## config.mk

```make
export PLATFORM = sky130hd
export DESIGN_NAME = pipeline_hazard_ctrl
export DESIGN_NICKNAME = d
export VERILOG_FILES = /design/src/rtl/pipeline_hazard_ctrl.sv
export SDC_FILE = /design/constraint.sdc
export NUM_CORES = 1
export LEC_CHECK = 0
export ABC_AREA = 1
export CORE_MARGIN = 2
export CORE_UTILIZATION = 48
export CTS_CLUSTER_DIAMETER = 120
export CTS_CLUSTER_SIZE = 28
export DETAILED_ROUTE_END_ITERATION = 8
export GPL_ROUTABILITY_DRIVEN = 0
export PLACE_DENSITY = 0.8
export SLEW_MARGIN = 10
export SYNTH_ARGS = -nofsm -noshare
export SYNTH_HDL_FRONTEND = slang
export SYNTH_SLANG_ARGS = --single-unit
```

## constraint.sdc

```tcl
create_clock -name clk -period 2.43 [get_ports clk]
set_clock_uncertainty 0.15 [all_clocks]
set_input_delay 0.6075 -clock clk [delete_from_list [all_inputs] [get_ports clk]]
set_output_delay 0.6075 -clock clk [all_outputs]
set_load 0.02 [all_outputs]
```

## src/rtl/pipeline_hazard_ctrl.sv

```systemverilog
// Hazard sequencer for the 5-stage pipeline: load-use stalls,
// branch/jump flushes, data-memory waits and a stall-cycle counter.
module pipeline_hazard_ctrl #(
  parameter int REG_W   = 3,
  parameter int CNT_W   = 16,
  parameter int MEM_TMO = 15
) (
  input  logic             clk,
  input  logic             rst,
  input  logic [REG_W-1:0] id_rs,
  input  logic [REG_W-1:0] id_rt,
  input  logic             id_use_rs,
  input  logic             id_use_rt,
  input  logic             ex_mem_read,
  input  logic [REG_W-1:0] ex_rd,
  input  logic             jump_id,
  input  logic             branch_ex,
  input  logic             mem_req,
  input  logic             mem_ready,
  output logic             pc_write,
  output logic             if_id_write,
  output logic             id_ex_bubble,
  output logic             if_id_flush,
  output logic             id_ex_flush,
  output logic             pipe_hold,
  output logic             mem_err,
  output logic [CNT_W-1:0] stall_cnt
);

  localparam logic [1:0] RUN      = 2'd0;
  localparam logic [1:0] LD_STALL = 2'd1;
  localparam logic [1:0] MEM_WAIT = 2'd2;

  localparam int TW = $clog2(MEM_TMO + 1);
  localparam logic [TW-1:0] TMO_LAST = TW'(MEM_TMO - 1);

  logic [1:0]    state;
  logic [1:0]    nxt;
  logic [TW-1:0] tmo;
  logic          err;
  logic          mem_stall;
  logic          load_use;
  logic          wait_hit;
  logic          tmo_hit;

  assign mem_stall = mem_req & ~mem_ready;
  assign load_use  = ex_mem_read &
                     ((id_use_rs & (id_rs == ex_rd)) |
                      (id_use_rt & (id_rt == ex_rd)));
  assign wait_hit  = (state == MEM_WAIT) & mem_stall;
  assign tmo_hit   = wait_hit & (tmo == TMO_LAST);
  assign mem_err   = err & ~rst;

  // Control outputs and next state from current state and hazard inputs
  always_comb begin
    pc_write     = 1'b1;
    if_id_write  = 1'b1;
    id_ex_bubble = 1'b0;
    if_id_flush  = 1'b0;
    id_ex_flush  = 1'b0;
    pipe_hold    = 1'b0;
    nxt          = RUN;
    if (!rst) begin
      if (mem_stall) begin
        pc_write    = 1'b0;
        if_id_write = 1'b0;
        pipe_hold   = 1'b1;
        nxt         = tmo_hit ? RUN : MEM_WAIT;
      end else if (state != LD_STALL) begin
        priority case (1'b1)
          branch_ex: begin
            if_id_flush = 1'b1;
            id_ex_flush = 1'b1;
          end
          jump_id: if_id_flush = 1'b1;
          load_use: begin
            pc_write     = 1'b0;
            if_id_write  = 1'b0;
            id_ex_bubble = 1'b1;
            nxt          = LD_STALL;
          end
          default: nxt = RUN;
        endcase
      end
    end
  end

  // State, memory-wait timeout, sticky error and stall counter
  always_ff @(posedge clk) begin
    if (rst) begin
      state     <= RUN;
      tmo       <= '0;
      err       <= 1'b0;
      stall_cnt <= '0;
    end else begin
      state <= nxt;
      if (wait_hit && !tmo_hit) tmo <= tmo + TW'(1);
      else                      tmo <= '0;
      if (tmo_hit) err <= 1'b1;
      if (!pc_write && stall_cnt != {CNT_W{1'b1}})
        stall_cnt <= stall_cnt + CNT_W'(1);
    end
  end

endmodule

```

==> flow_summary.json, run 1 <==
{
  "status": "complete, no violations",
  "hold_viol": 0,
  "finalMaxSlewViolations": 0,
  "yosysWarnings": 0,
  "ys_seq_elements": 23,
  "wl_um": 3304,
  "htreeDepth": 1,
  "ant_nets": 0,
  "tightest_slew_ns": 0.3098,
  "synth_edf_count": 0,
  "viasPerCell": 4.977,
  "peakVddDrop_mv": 0.3673,
  "setup_tns_ns": 0,
  "power.total_mw": 0.6612,
  "holdBufCountCts": 0,
  "placed_area_mm2": 0.001979,
  "cts_num_sinks": 23,
  "grt.total_usage": 0.2021,
  "dr.first_iter.drc_count": 34,
  "stdcell_area_mm2": 0.002016,
  "slew_headroom": 0.7919,
  "grt_max_degree": 18,
  "nets": 295,
  "drive_gt1_frac": 0.2161,
  "cts.clk_slew.worst_paths_ns": 0.12,
  "cts_buffers": 3,
  "synth_area_leaders": "dfxtp_1, nand2_1, nor2_1, nand3_1, a21oi_2",
  "wl_per_cell_um": 10.80,
  "synth_most_common_cell": "nand2_1",
  "power_density_mw_per_mm2": 328.0,
  "maxCapViolCount": 0,
  "critPathRequiredTime_ns": 1.67,
  "clkLatencyLatePin_ns": 0.31,
  "core_region_area_mm2": 0.003003,
  "fin_crit_ns": 2.391,
  "cp.arrival_ns": 1.63,
  "worstRegToRegCells": 7,
  "syn_area_mm2": 0.001493,
  "io_pins": 41,
  "drt_pass1_iterations": 4,
  "area_delta_synth_final_pct": 35.04,
  "num_rows": 20,
  "diodes": 0,
  "synth.avg_cell_area_um2": 6.694,
  "grt_pass1_vias": 1306,
  "path_max_fanout": 3,
  "grt_pass1_wl_um": 5637,
  "cts_tree": "done",
  "fp.dieArea_mm2": 0.003572,
  "critPathCapture": "if_id_write",
  "yosysSeqAreaShare": 0.3085,
  "synth-main-ff-cell": "dfxtp_1",
  "max_clock_freq_mhz": 418.2,
  "ys_types": 23,
  "end_kind": "primary output",
  "yosysTopAreaCell": "dfxtp_1",
  "clock-root-buffer": "clkbuf_4",
  "p_leak_nw": 0.8453,
  "clockBufferDepth": 2,
  "synthTopCellsByCount": "nand2_1, nor2_1, nand3_1",
  "start_util": 0.4971,
  "setup_violations": 0,
  "hp-class": "register to register",
  "r2r_setup_slack_ns": 0.45,
  "fin_crit_sh": 0.9841,
  "setup.worst_path.start": "ex_mem_read",
  "worstReg2RegEnd": "stall_cnt[1]",
  "antenna_found_initial": 0,
  "num_vias": 1523,
  "synthArstFlopShare": 0,
  "dp_hpwl_um": 2497,
  "synthCells": 223,
  "syn_nets": 244,
  "r2r-start": "stall_cnt[1]",
  "drc_errors": 0,
  "crit_type": "input port to primary output",
  "dieHeight_um": 59.77,
  "crit_path_start_kind": "input port",
  "synth_top_area_frac": 0.3085,
  "die_w_um": 59.77,
  "io_buffers": 40,
  "overflow": 0
}
==> how the worst min path moves through the flow <==
stage | from | endpoint | slack, ns | cells past startpoint
floorplan | tmo[0] | tmo[0] | 0.28 | 1
global placement | tmo[0] | tmo[0] | 0.30 | 1
detailed placement | tmo[0] | tmo[0] | 0.31 | 1
CTS | tmo[0] | tmo[0] | 0.34 | 1
global route | tmo[0] | tmo[0] | 0.37 | 1
finish | tmo[0] | tmo[0] | 0.34 | 1
==> flip-flops by register name (all words and copies together) (netlist names) <==
name       cells
err            1
stall_cnt     16
state          2
tmo            4
==> cell type report <==
cell class | count | area (um2)
clock buffers | 4 | 26.28
well taps | 33 | 41.29
fillers | 265 | 987.2
flip-flops and latches | 23 | 460.4
multi-input cells | 169 | 927.1
repair buffers | 52 | 464.2
inverters | 25 | 96.34
==> cell families after synthesis <==
group	Yosys count	synth area share
flip-flops	23	0.3085
AND/OR/NAND/NOR	137	0.4208
AO/OA/AOI/OAI	17	0.08214
adder cells (fa/ha/maj)	3	0.02515
XOR/XNOR	12	0.07041
buffers and inverters	31	0.09305
==> report_power, final <==
group / switching, mW / internal, mW
clock network: 0.116 / 0.0641
logic: 0.0542 / 0.0459
registers: 0.00204 / 0.379
==> cells in the final DEF (no fill, tap or decap), drive strengths merged <==
cell | synthesis | routed
a21oi | 16 | 16
buf | 6 | 18
clkbuf | 0 | 4
clkdlybuf4s15 | 0 | 3
clkdlybuf4s50 | 0 | 17
dfxtp | 23 | 23
dlygate4sd2 | 0 | 12
dlymetal6s2s | 0 | 2
ha | 3 | 3
inv | 25 | 25
nand2 | 65 | 65
nand3 | 25 | 25
nand4 | 4 | 4
nor2 | 38 | 38
nor3 | 5 | 5
o21ai | 1 | 1
xnor2 | 5 | 5
xor2 | 7 | 7
==> routing by layer <==
| metal | GRT usage | part of all wire | vias to the layer above |
|---|---|---|---|
| met5 | 0 | 0 | - |
| met4 | 0.02540 | 0.0076 | 0 |
| met3 | 0.05195 | 0.045 | 4 |
| met2 | 0.3276 | 0.45 | 26 |
| met1 | 0.2776 | 0.49 | 690 |
| li1 | - | - | 803 |
==> worst max-delay path: stages <==
cell             delay [ns]
clkdlybuf4s50_1        0.47
nand2_2                0.06
nor3_4                 0.12
nand2_2                0.11
nand2_4                0.10
inv_4                  0.04
buf_6                  0.12
==> through the flow <==
stage	setup WS [ns]	instances	utilization	hold WS, ns
after global routing	-0.007063	306	0.6713	0.3746
after global placement	-0.6204	300	0.6592	0.3018
final	0.03876	306	0.6713	0.3362
after floorplan	0.02517	223	-	0.2797
after CTS	0.006891	306	0.6658	0.3387
after detailed placement	-0.6547	300	0.6592	0.3105
==> timing repair <==
item	CTS	global route
gates cloned	0	0
buffers inserted	2	0
setup endpoints to repair	7	5
gates resized for setup	50	7
pin swaps	14	6
(Power assumes the default switching activity.)
==> run 2: changes to the inputs <==
==> constraint.sdc (replaced) <==
create_clock -name clk -period 2.43 [get_ports clk]
set_clock_uncertainty 0.15 [all_clocks]
set_input_delay 0.6075 -clock clk [delete_from_list [all_inputs] [get_ports clk]]
set_output_delay 0.6075 -clock clk [all_outputs]
set_load 0.1 [all_outputs]
==> run 2 against run 1 <==
Compared with the run above: clock-buffer cell count decreased by 1; global-route usage increased by 1.0 points; highest routed layer unchanged; worst setup slack improved by 0.048 ns; design area increased by 1.4%.
==> flow_summary.json, run 2 (synthesis results as in run 1) <==
{
  "diodes": 0,
  "drt_pass1_iterations": 4,
  "setup_violations": 0,
  "cpMaxStageDelayCell": "dlygate4sd2_1",
  "nets": 292,
  "status": "complete, no violations",
  "clkLatencyLatePin_ns": 0.31,
  "holdBufCountCts": 0,
  "cp_cell_sequence": "dlygate4sd2_1 -> nand2_1 -> nor2_1 -> nand2_1 -> nand2_1 -> nand2_2 -> nand2_4 -> clkinvlp_4 -> buf_12",
  "placed_cells": 298,
  "dp_hpwl_um": 2605,
  "power_density_mw_per_mm2": 348.1,
  "tightest_slew_ns": 0.3734,
  "setup_ws_ns": 0.08681,
  "crit_type": "input port to primary output",
  "critPathRequiredTime_ns": 1.67,
  "fill_cells": 280,
  "die_w_um": 59.77,
  "largest_reg_flops": 16,
  "cp.arrival_ns": 1.59,
  "overflow": 0,
  "fin_crit_ns": 2.343,
  "fp.dieArea_mm2": 0.003572,
  "htreeDepth": 1,
  "top_regs": "stall_cnt x16, tmo x4, state x2",
  "grt_max_degree": 18,
  "cts_num_sinks": 23,
  "drive_gt1_frac": 0.3481,
  "whs_ns": 0.3373,
  "finalMaxSlewViolations": 0,
  "stdcell_count": 303,
  "dr.first_iter.drc_count": 43,
  "power.total_mw": 0.7116,
  "grt_pass1_vias": 1422,
  "clock-root-buffer": "clkbuf_4",
  "hp-class": "register to register",
  "io_pins": 41,
  "io_buffers": 40,
  "crit_path_start_kind": "input port",
  "final_common_cell": "nand2_1",
  "hold_viol": 0,
  "crit_top_cell": "nand2_1",
  "num_rows": 20,
  "grt.total_usage": 0.2122,
  "peakVddDrop_mv": 0.2523,
  "slew_headroom": 0.7492,
  "area_delta_synth_final_pct": 36.97,
  "fin_crit_sh": 0.9643,
  "setup_tns_ns": 0,
  "dieHeight_um": 59.77,
  "core_region_area_mm2": 0.003003,
  "clockBufferDepth": 2,
  "cpPeakStageDelay_ns": 0.19,
  "grt_pass1_wl_um": 5947,
  "ant_nets": 0,
  "cts_tree": "done",
  "drc_errors": 0,
  "end_kind": "primary output",
  "largest-register": "stall_cnt",
  "p_leak_nw": 0.8735,
  "max_clock_freq_mhz": 426.8,
  "antenna_found_initial": 0,
  "start_util": 0.4971,
  "maxCapViolCount": 0,
  "num_vias": 1533,
  "grt_setup_unrepaired": "false",
  "cts_buffers": 3,
  "wl_per_cell_um": 11.04,
  "dp_slack_ns": -0.4077,
  "path_max_fanout": 3,
  "viasPerCell": 5.059,
  "wl_um": 3346,
  "cts.clk_slew.worst_paths_ns": 0.12,
  "layout_common_cells": "nand2_1, nor2_1, nand3_1, buf_4, dfxtp_1"
}
[run 2: cell count changes in the layout (fill, tap and decap cells not counted), moves of 4 or more]
cell | previous run | this run
clkdlybuf4s50_1 | 17 | 0
buf_4 | 12 | 24
dlygate4sd2_1 | 12 | 4
buf_12 | 0 | 7
clkbuf_2 | 0 | 6
nor2_4 | 1 | 6
nor2_1 | 34 | 30
[run 2: metrics by stage]
stage	util	cell area (um2)
2_1_floorplan	-	1568
3_5_place_dp	0.6779	2036
3_3_place_gp	0.6779	2036
4_1_cts	0.6867	2062
5_1_grt	0.6808	2044
6_report	0.6808	2044
[run 2: routing by layer]
layer	up-vias	global-route usage	share of wire
li1	799	-	-
met5	-	0	0
met1	700	0.2613	0.44
met2	28	0.3758	0.51
met3	6	0.04329	0.039
met4	0	0.05079	0.015
[run 2: report_power, final]
part	switching, mW	leakage, nW	internal [mW]
combinational	0.0956	0.669	0.0559
sequential	0.00208	0.186	0.379
clock	0.117	0.0177	0.0616
[run 2: path summary, 6_finish.rpt]
path,startpoint,end,slack [ns],depth (start not counted)
max,id_use_rt,if_id_write,0.09,9
min,err,err,0.34,2
max reg2reg,stall_cnt[0],stall_cnt[4],0.49,7
min reg2reg,err,err,0.34,2
[run 2: area by class of cell]
| type | instances | area [um2] | share of cell area |
|---|---|---|---|
| inverters | 25 | 105.1 | 0.05141 |
| repair buffers | 49 | 449.2 | 0.2197 |
| multi-input cells | 169 | 958.4 | 0.4688 |
| clock buffers | 3 | 22.52 | 0.01102 |
| well taps | 33 | 41.29 | 0.02020 |
| clock inverters | 1 | 5.005 | 0.002448 |
| flip-flops and latches | 23 | 462.9 | 0.2264 |
[run 2: timing repair]
action | in CTS | in global routing
resized for setup | 45 | 15
setup endpoints to repair | 7 | 3
pin swaps | 19 | 17
setup buffers | 0 | 1
[run 2: worst max-delay path: cells and delay by family]
family	cells	cell delay (ns)
buf+inv	3	0.49
simple gates	6	0.48
==> run 3: changes to the inputs <==
--- a/config.mk
+++ b/config.mk
@@ -7,12 +7,13 @@
 export LEC_CHECK = 0
 export ABC_AREA = 1
 export CORE_MARGIN = 2
-export CORE_UTILIZATION = 48
+export CORE_UTILIZATION = 50
+export CTS_BUF_LIST = sky130_fd_sc_hd__clkbuf_4 sky130_fd_sc_hd__clkbuf_8
 export CTS_CLUSTER_DIAMETER = 120
 export CTS_CLUSTER_SIZE = 28
 export DETAILED_ROUTE_END_ITERATION = 8
 export GPL_ROUTABILITY_DRIVEN = 0
-export PLACE_DENSITY = 0.8
+export PLACE_DENSITY = 0.83
 export SLEW_MARGIN = 10
 export SYNTH_ARGS = -nofsm -noshare
 export SYNTH_HDL_FRONTEND = slang
==> run 3 against run 2 <==
Compared with the run above: the flow now finishes with violations (DRC); core utilization up 5.0 points; die area down 3.7%; sequential power about the same; final cell count down 0.33%; power up 1.4%; global-route usage up 0.38 points; combinational power about the same; flip-flop and latch count unchanged; first-iteration DRC count up 60%; fmax down 1.0%; routed wire length up 1.2%; via count down 2.7%; critical path type unchanged; critical endpoint is now pc_write; largest cell class unchanged.
==> flow_summary.json, run 3 (synthesis results as in run 1) <==
{
  "hold_path_startpoint": "tmo[0]",
  "seq_area_um2": 462.9,
  "peakVddDrop_mv": 0.3073,
  "tightest_slew_ns": 0.3399,
  "stdcell_area_mm2": 0.002051,
  "finalMaxSlewViolations": 0,
  "worstRegToRegCells": 7,
  "grtUsageMet3": 0.04835,
  "clkLatencyLatePin_ns": 0.31,
  "violations": "DRC",
  "slew_headroom": 0.7716,
  "holdPathStages": 1,
  "die_w_um": 58.64,
  "drt_pass1_iterations": 6,
  "dieHeight_um": 58.64,
  "grt.total_usage": 0.2161,
  "maxCapViolCount": 0,
  "start_util": 0.5321,
  "whs_ns": 0.3409,
  "dp_hpwl_um": 2642,
  "placed_area_mm2": 0.002041,
  "htreeDepth": 1,
  "use_met1": 0.2703,
  "grt_busiest_layer": "met2",
  "setup_tns_ns": 0,
  "top_regs": "stall_cnt x16, tmo x4, state x2",
  "path_max_fanout": 3,
  "io_buffers": 40,
  "grt_max_degree": 18,
  "multiInputGateArea_um2": 963.4,
  "largest_reg_flops": 16,
  "r2r-start": "stall_cnt[1]",
  "fin_crit_sh": 0.9740,
  "grt_pass1_vias": 1439,
  "grt_pass1_wl_um": 5878,
  "nets": 293,
  "area_delta_synth_final_pct": 37.38,
  "clock-root-buffer": "clkbuf_4",
  "cts.clk_slew.worst_paths_ns": 0.11,
  "clockBufferDepth": 2,
  "fill_cells": 243,
  "drc_errors": 2,
  "layout_common_cells": "nand2_1, nor2_1, nand3_1, buf_4, dfxtp_1",
  "ant_nets": 0,
  "core_region_area_mm2": 0.002805,
  "wl_per_cell_um": 11.21,
  "cts_num_sinks": 23,
  "setup_ws_ns": 0.06317,
  "setup.worst_path.start": "rst",
  "final_common_cell": "nand2_1",
  "grtUsageMet2": 0.3868,
  "cp.arrival_ns": 1.61,
  "end_kind": "primary output",
  "cts_buffers": 3,
  "diodes": 0,
  "num_vias": 1492,
  "largest-register": "stall_cnt",
  "antenna_found_initial": 0,
  "cts_tree": "done",
  "crit_type": "input port to primary output",
  "io_pins": 41,
  "fin_crit_ns": 2.367,
  "status": "finished, violations left",
  "hp-class": "register to register",
  "max_clock_freq_mhz": 422.5,
  "num_rows": 19,
  "dr.first_iter.drc_count": 69,
  "critPathRequiredTime_ns": 1.67,
  "p_leak_nw": 0.8791,
  "dp_slack_ns": -0.3613,
  "crit_path_start_kind": "input port",
  "wl_um": 3385,
  "drive_gt1_frac": 0.3579,
  "hold_viol": 0,
  "overflow": 0,
  "setup_violations": 0,
  "power_density_mw_per_mm2": 352.0,
  "viasPerCell": 4.940,
  "fp.dieArea_mm2": 0.003439
}
-- run 3: cell types whose count changed in the layout (fill, tap and decap cells not counted) --
| cell | before | now |
|---|---|---|
| buf_4 | 24 | 25 |
| clkinv_2 | 1 | 0 |
| nand2_1 | 49 | 47 |
| clkbuf_2 | 6 | 7 |
| nand2_2 | 14 | 16 |
| buf_6 | 3 | 2 |
| clkbuf_4 | 3 | 4 |
-- run 3: per-stage QoR --
stage / instances / total power, mW / util
CTS: 302 / 0.7240 / 0.7346
finish: 302 / 0.7218 / 0.7310
global placement: 297 / 0.5466 / 0.7275
detailed placement: 297 / 0.5482 / 0.7275
global route: 302 / 0.7583 / 0.7310
floorplan: 223 / 0.4844 / -
-- run 3: worst paths after layout --
path | endpoint | slack [ns]
worst min register to register | tmo[0] | 0.34
worst max register to register | stall_cnt[1] | 0.52
worst min-delay path | tmo[0] | 0.34
worst max-delay path | pc_write | 0.06
-- run 3: where the power goes --
group	switching [mW]	total (mW)	internal, mW	leakage (nW)
clock	0.112	0.187	0.0752	0.0184
sequential	0.00203	0.381	0.379	0.186
combinational	0.0971	0.153	0.0561	0.674
-- run 3: repair_timing --
action                     4_1_cts  5_1_grt
pin swaps                       20       11
hold buffers                     0        0
setup buffers                    1        0
gates resized for setup         41       18
setup endpoints to repair        7        3
-- run 3: worst max-delay path: stages --
cell	delay [ns]
dlygate4sd2_1	0.26
nor3_2	0.21
nand2_2	0.11
nand2_4	0.11
clkinvlp_4	0.13
buf_12	0.18
-- run 3: cell type report --
type / count / share of cell area
flip-flops and latches: 23 / 0.2257
inverters: 25 / 0.05125
multi-input cells: 169 / 0.4698
well taps: 31 / 0.01891
repair buffers: 50 / 0.2196
clock buffers: 4 / 0.01464
-- run 3: layer usage --
metal / vias to the layer above / wire [um]
li1: 801 / -
met1: 650 / 1516
met2: 39 / 1690
met3: 2 / 165
met4: 0 / 12
met5: - / 0
